[config.mk]
export PLATFORM = sky130hd
export DESIGN_NAME = alu_writeback
export DESIGN_NICKNAME = d
export VERILOG_FILES = /design/src/rtl/alu_writeback.sv
export SDC_FILE = /design/constraint.sdc
export NUM_CORES = 1
export LEC_CHECK = 0
export ABC_AREA = 1
export CAP_MARGIN = 20
export CORE_MARGIN = 5
export CORE_UTILIZATION = 45
export CTS_CLUSTER_DIAMETER = 120
export DETAILED_ROUTE_END_ITERATION = 6
export DONT_BUFFER_PORTS = 1
export PLACE_DENSITY = 0.67
export SYNTH_ARGS = -nofsm -noshare
export SYNTH_HDL_FRONTEND = slang
export SYNTH_SLANG_ARGS = --single-unit
export TNS_END_PERCENT = 1
[constraint.sdc]
create_clock -name clk -period 4.26 [get_ports clk]
set_input_delay 0.852 -clock clk [delete_from_list [all_inputs] [get_ports clk]]
set_output_delay 0.852 -clock clk [all_outputs]
set_load 0.01 [all_outputs]
[src/rtl/alu_writeback.sv]
// alu_writeback: result writeback sequencer behind the ALU.
// Checks each accepted operation against its condition code and the NZCV
// register. It then issues one or two register-file writes, routes r15
// writes to the PC strobe, and owns the architectural flags.
//
// Optional feature: define WB_LONGMUL_EN to enable the second (RdLo) write
// for UMULL/SMULL. Without it, rd_lo and result2 are ignored.
//
// Ports:
//   clk, reset (async, active-low)
//   valid_in / ready_out       operation handshake
//   alu_op, result, result2    ALU outputs (result2 = RdLo for long multiply)
//   alu_flags, cond, s_bit     flag source, condition field, flag-update enable
//   no_wb                      suppress register write (compare/test ops)
//   rd, rd_lo                  destination addresses
//   we3, wa3, wd3              register-file write port (registered)
//   pc_wr                      PC write strobe, target on wd3 (registered)
//   flags                      architectural {N,Z,C,V}
//   cond_ex                    condition-pass result of the last accepted op
//   done                       one-cycle retire pulse
module alu_writeback #(
    parameter int unsigned RF_AW = 4
) (
    input  logic             clk,
    input  logic             reset,
    input  logic             valid_in,
    output logic             ready_out,
    input  logic [3:0]       alu_op,
    input  logic [31:0]      result,
    input  logic [31:0]      result2,
    input  logic [3:0]       alu_flags,
    input  logic [3:0]       cond,
    input  logic             s_bit,
    input  logic             no_wb,
    input  logic [RF_AW-1:0] rd,
    input  logic [RF_AW-1:0] rd_lo,
    output logic             we3,
    output logic [RF_AW-1:0] wa3,
    output logic [31:0]      wd3,
    output logic             pc_wr,
    output logic [3:0]       flags,
    output logic             cond_ex,
    output logic             done
);

    localparam logic [RF_AW-1:0] PC_ADDR = RF_AW'(15);

    typedef enum logic [1:0] {
        IDLE = 2'd0,
        WR1  = 2'd1,
        WR2  = 2'd2,
        FIN  = 2'd3
    } state_t;

    state_t state_q, state_d;

    logic             accept_c;
    logic             cond_pass_c;
    logic [3:0]       flags_q, flags_d;
    logic             cond_ex_q, cond_ex_d;
    logic [RF_AW-1:0] rd_q, rd_d;
    logic [31:0]      result_q, result_d;
    logic             we3_q, we3_d;
    logic             pc_wr_q, pc_wr_d;
    logic [RF_AW-1:0] wa3_q, wa3_d;
    logic [31:0]      wd3_q, wd3_d;
    logic             done_q, done_d;

`ifdef WB_LONGMUL_EN
    logic             long_q, long_d;
    logic [RF_AW-1:0] rd_lo_q, rd_lo_d;
    logic [31:0]      result2_q, result2_d;
`else
    logic             unused_longmul_c;
    assign unused_longmul_c = ^{rd_lo, result2};
`endif

    assign ready_out = (state_q == IDLE);
    assign accept_c  = valid_in & ready_out;

    // Condition evaluated against the flags held before this op updates them
    always_comb begin
        cond_pass_c = 1'b1;
        unique case (cond)
            4'b0000: cond_pass_c = flags_q[2];
            4'b0001: cond_pass_c = ~flags_q[2];
            4'b0010: cond_pass_c = flags_q[1];
            4'b0011: cond_pass_c = ~flags_q[1];
            4'b0100: cond_pass_c = flags_q[3];
            4'b0101: cond_pass_c = ~flags_q[3];
            4'b0110: cond_pass_c = flags_q[0];
            4'b0111: cond_pass_c = ~flags_q[0];
            4'b1000: cond_pass_c = flags_q[1] & ~flags_q[2];
            4'b1001: cond_pass_c = ~flags_q[1] | flags_q[2];
            4'b1010: cond_pass_c = (flags_q[3] == flags_q[0]);
            4'b1011: cond_pass_c = (flags_q[3] != flags_q[0]);
            4'b1100: cond_pass_c = ~flags_q[2] & (flags_q[3] == flags_q[0]);
            4'b1101: cond_pass_c = flags_q[2] | (flags_q[3] != flags_q[0]);
            default: cond_pass_c = 1'b1;
        endcase
    end

    // Arithmetic and FP ops write all of NZCV; logic/move ops keep C and V
    always_comb begin
        flags_d = flags_q;
        if (accept_c && cond_pass_c && s_bit) begin
            casez (alu_op)
                4'b000?, 4'b10??:                   flags_d = alu_flags;
                4'b0010, 4'b0011, 4'b01??, 4'b1100: flags_d = {alu_flags[3:2], flags_q[1:0]};
                default:                            flags_d = flags_q;
            endcase
        end
    end

    // Operand capture on accept
    always_comb begin
        cond_ex_d = accept_c ? cond_pass_c : cond_ex_q;
        rd_d      = accept_c ? rd : rd_q;
        result_d  = accept_c ? result : result_q;
`ifdef WB_LONGMUL_EN
        long_d    = accept_c ? ((alu_op == 4'b0101) || (alu_op == 4'b0110)) : long_q;
        rd_lo_d   = accept_c ? rd_lo : rd_lo_q;
        result2_d = accept_c ? result2 : result2_q;
`endif
    end

    // State register
    always_ff @(posedge clk or negedge reset) begin
        if (!reset) begin
            state_q <= IDLE;
        end else begin
            state_q <= state_d;
        end
    end

    // Next-state logic
    always_comb begin
        state_d = state_q;
        unique case (state_q)
            IDLE: begin
                if (accept_c) begin
                    state_d = (!cond_pass_c || no_wb) ? FIN : WR1;
                end
            end
`ifdef WB_LONGMUL_EN
            WR1:     state_d = long_q ? WR2 : IDLE;
`else
            WR1:     state_d = IDLE;
`endif
            WR2:     state_d = IDLE;
            FIN:     state_d = IDLE;
            default: state_d = IDLE;
        endcase
    end

    // Output logic: computed for the state being entered so outputs are registered
    always_comb begin
        we3_d   = 1'b0;
        pc_wr_d = 1'b0;
        wa3_d   = '0;
        wd3_d   = '0;
        done_d  = 1'b0;
        unique case (state_d)
            WR1: begin
                wa3_d   = rd_d;
                wd3_d   = result_d;
                pc_wr_d = (rd_d == PC_ADDR);
                we3_d   = (rd_d != PC_ADDR);
`ifdef WB_LONGMUL_EN
                done_d  = ~long_d;
`else
                done_d  = 1'b1;
`endif
            end
            WR2: begin
`ifdef WB_LONGMUL_EN
                wa3_d   = rd_lo_d;
                wd3_d   = result2_d;
                pc_wr_d = (rd_lo_d == PC_ADDR);
                we3_d   = (rd_lo_d != PC_ADDR);
                done_d  = 1'b1;
`endif
            end
            FIN:     done_d = 1'b1;
            default: done_d = 1'b0;
        endcase
    end

    // Datapath and output registers
    always_ff @(posedge clk or negedge reset) begin
        if (!reset) begin
            flags_q   <= 4'b0000;
            cond_ex_q <= 1'b0;
            rd_q      <= '0;
            result_q  <= '0;
            we3_q     <= 1'b0;
            pc_wr_q   <= 1'b0;
            wa3_q     <= '0;
            wd3_q     <= '0;
            done_q    <= 1'b0;
`ifdef WB_LONGMUL_EN
            long_q    <= 1'b0;
            rd_lo_q   <= '0;
            result2_q <= '0;
`endif
        end else begin
            flags_q   <= flags_d;
            cond_ex_q <= cond_ex_d;
            rd_q      <= rd_d;
            result_q  <= result_d;
            we3_q     <= we3_d;
            pc_wr_q   <= pc_wr_d;
            wa3_q     <= wa3_d;
            wd3_q     <= wd3_d;
            done_q    <= done_d;
`ifdef WB_LONGMUL_EN
            long_q    <= long_d;
            rd_lo_q   <= rd_lo_d;
            result2_q <= result2_d;
`endif
        end
    end

    assign we3     = we3_q;
    assign pc_wr   = pc_wr_q;
    assign wa3     = wa3_q;
    assign wd3     = wd3_q;
    assign done    = done_q;
    assign flags   = flags_q;
    assign cond_ex = cond_ex_q;

endmodule
==> results_tabular.tex <==
\begin{tabular}{lr}
\hline
Metric & Value \\
\hline
\multicolumn{2}{l}{\textbf{Run status}} \\
Result of the run & finished, final reports clean \\
\multicolumn{2}{l}{\textbf{STA}} \\
Transition time of the tightest slew-check pin & 0.814 ns \\
Clock skew & 0.0110 ns \\
Final Hold Slack & 0.197 ns \\
Final-report max-slew violation count & 0 \\
Accumulated negative setup slack & 0 ns \\
Count of endpoints failing setup in the final report & 0 \\
Fin crit period & 2.54 ns \\
Final-report hold violation count & 0 \\
Slew Limit Headroom & 45.7\% \\
Unrepaired setup endpoints after global routing & no \\
Fmax & 394 MHz \\
Final clock period utilization by the worst path & 59.6\% \\
\multicolumn{2}{l}{\textbf{Drt}} \\
DR iter-0 viols & 49 \\
Via/cell ratio & 4.77 \\
Vias & 2,036 \\
DR WL/cell & 15.4 um \\
Length of the first detailed-routing pass in iterations & 3 \\
Final routed wirelength across all metal layers & 6580 um \\
Remaining number of nets flagged by the antenna check after routing & 0 \\
DRC Markers & 0 \\
\multicolumn{2}{l}{\textbf{Synthesis}} \\
Async set-or-reset flop fraction in the synthesized netlist & 100\% \\
Post-synthesis register bit count & 81 \\
Cell types with the highest counts after synthesis & sky130\_fd\_sc\_hd\_\_dfrtp\_1, sky130\_fd\_sc\_hd\_\_inv\_1, sky130\_fd\_sc\_hd\_\_or2\_2 \\
Number of instances in the synthesized netlist & 323 \\
Unique cell type count in the Yosys netlist & 27 \\
Synthesized Nets & 412 \\
Number of synthesis warnings & 0 \\
Top flip-flop cell by instance count after synthesis & sky130\_fd\_sc\_hd\_\_dfrtp\_1 \\
Most frequent cell after synthesis & sky130\_fd\_sc\_hd\_\_dfrtp\_1 \\
Mapped Area & 3360 sq um \\
Number of synthesized flops with an enable pin & 0 \\
Most area-hungry cell type in the Yosys netlist & sky130\_fd\_sc\_hd\_\_dfrtp\_1 \\
Cell types with the largest area share after synthesis & sky130\_fd\_sc\_hd\_\_dfrtp\_1, sky130\_fd\_sc\_hd\_\_nor2\_4, sky130\_fd\_sc\_hd\_\_or2\_2, sky130\_fd\_sc\_hd\_\_inv\_1, sky130\_fd\_sc\_hd\_\_o21ai\_0 \\
Seq/Total Area, Yosys & 60.3\% \\
Synth top area share & 60.3\% \\
Synth Area per Inst & 10.4 sq um \\
\multicolumn{2}{l}{\textbf{Floorplanning}} \\
Die span in x & 96.4 um \\
DIE HEIGHT & 96.4 um \\
Core region area & 7250 sq um \\
Std cell rows & 31 \\
Starting density of the core & 46.3\% \\
Total Die Area & 9290 sq um \\
Number of placed I/O pins & 134 \\
\multicolumn{2}{l}{\textbf{Setup path}} \\
Required time of the critical path & 4.46 ns \\
Highest net fanout along the worst path & 41 \\
Start-to-end type of the worst setup path & reg2reg \\
Nature of the critical path startpoint & flop \\
Critical Path Sink Type & flop \\
Arrival @ worst endpoint & 2.74 ns \\
\multicolumn{2}{l}{\textbf{Power and ir drop}} \\
Leakage Power & 1.76 nW \\
Peak supply drop & 0.211 mV \\
Power density relative to cell area & 536 nW/um\^{}2 \\
\multicolumn{2}{l}{\textbf{Clock tree}} \\
Clk buf depth & 2 \\
CTS tree & built \\
Clock buffer count from CTS & 9 \\
\# clock sinks & 81 \\
CTS clk-pin slew, worst paths & 0.09 ns \\
Setup fix buffers added after clock tree synthesis & 0 \\
CTS Hold Buffers Added & 0 \\
CTS H-tree lvls & 3 \\
Clock latency of the later-clocked register in the worst-skew pair & 0.35 ns \\
Cts repair resizes & 0 \\
Clk root buf & sky130\_fd\_sc\_hd\_\_clkbuf\_8 \\
\multicolumn{2}{l}{\textbf{Placement}} \\
Half-perimeter wire length after placement & 4340 um \\
Routability Congestion & 0.845 \\
Port bufs & 0 \\
Placed cell area & 3390 sq um \\
\multicolumn{2}{l}{\textbf{Global routing}} \\
Via count of the first global-routing pass & 2,087 \\
Met2 track utilization from global routing & 25.2\% \\
Total global routing track utilization & 15.6\% \\
First-pass GRT wire length & 10,800 um \\
Global-route congestion overflow total & 0 \\
Initial antenna violation count & 0 \\
Met3 usage in global routing & 4.96\% \\
Gr busiest metal & met2 \\
Met1 usage in global routing & 18.6\% \\
Largest net degree at the start of global routing & 82 \\
\multicolumn{2}{l}{\textbf{Flow run}} \\
Max\_cap viols & 0 \\
\multicolumn{2}{l}{\textbf{Finish}} \\
Area growth syn-to-layout & 7.78\% \\
Proportion of layout cells with a drive suffix above 1 & 26.2\% \\
Number of antenna diodes & 0 \\
Area of all placed cells without fillers & 3620 sq um \\
Total number of nets in the final design & 412 \\
\multicolumn{2}{l}{\textbf{Hold path}} \\
Worst min-delay path class & in2async \\
\hline
\end{tabular}
==> kinds of logic (layout without fill, tap and decap cells) <==
group	after synthesis	after routing	synth area share, %
DFF	81	81	60.3
and+or+nand+nor	137	137	24.6
AOI/OAI and AO/OA	42	42	6.44
buffers and inverters	63	68	8.64
==> state kept, by name, summed over array words and instances, names as in the netlist, 2 cells and up <==
name / count
result_q: 32
flags: 4
wa3: 4
wd3: 32
state_q: 2
rd_q: 4
==> critical path, cell delays in order, from the launching register on <==
cell and delay, ns:
sky130_fd_sc_hd__dfrtp_1 0.43, sky130_fd_sc_hd__nor2_1 0.26, sky130_fd_sc_hd__nand2_2 0.08, sky130_fd_sc_hd__buf_4 0.28
sky130_fd_sc_hd__inv_1 0.43, sky130_fd_sc_hd__buf_8 0.24, sky130_fd_sc_hd__or2_2 0.12, sky130_fd_sc_hd__o21ai_0 0.15
sky130_fd_sc_hd__inv_1 0.12, sky130_fd_sc_hd__nand4_1 0.11, sky130_fd_sc_hd__nor2b_1 0.14
==> routing by layer <==
layer / share of wire, % / vias to the layer above
met5: 0 / -
met1: 40 / 972
met2: 50 / 57
met3: 7.0 / 13
li1: - / 994
met4: 2.7 / 0
==> layout make-up <==
cell class	count	area (sq um)
flip-flops and latches	81	2030
multi-input cells	179	1040
fillers	689	3630
clock inverters	6	90.1
clock buffers	10	128
repair buffers	2	22.5
well taps	99	124
inverters	50	188
==> per-stage QoR <==
step	std cells	total power, W	util [%]	worst slack, ns
floorplan	323	0.00128	-	2.20
global placement	410	0.00132	46.7	1.27
detailed placement	410	0.00134	46.7	1.24
CTS	426	0.00197	49.7	1.42
global route	427	0.00207	49.9	1.53
finish	427	0.00194	49.9	1.72
==> cells in the final DEF, fill, tap and decap left out, drive strengths merged, types with 4 or more instances in the layout <==
master	count
inv	51
or2	36
nand3	10
a21oi	4
nand2	34
nand4	7
dfrtp	81
clkbuf	10
o21ai	37
nor2	48
==> final timing paths <==
| check | from | end | slack [ns] | cells past startpoint |
|---|---|---|---|---|
| max | state_q[0] | we3 | 1.72 | 10 |
| min | reset | wd3[8] | 0.20 | 0 |
| max reg2reg | state_q[0] | we3 | 1.72 | 10 |
| min reg2reg | cond_ex | cond_ex | 0.59 | 2 |
| max in group asynchronous | reset | wd3[10] | 3.95 | 0 |
| min in group clk | cond_ex | cond_ex | 0.59 | 2 |
==> where the power goes <==
| group | leakage [nW] | switching [W] | total (W) | internal, W |
|---|---|---|---|---|
| Clock | 0.107 | 0.000279 | 0.000613 | 0.000334 |
| Sequential | 1.01 | 0.0000866 | 0.000978 | 0.000892 |
| Combinational | 0.643 | 0.000213 | 0.000349 | 0.000135 |
| Total | 1.76 | 0.000579 | 0.00194 | 0.00136 |
(Power assumes the default switching activity.)
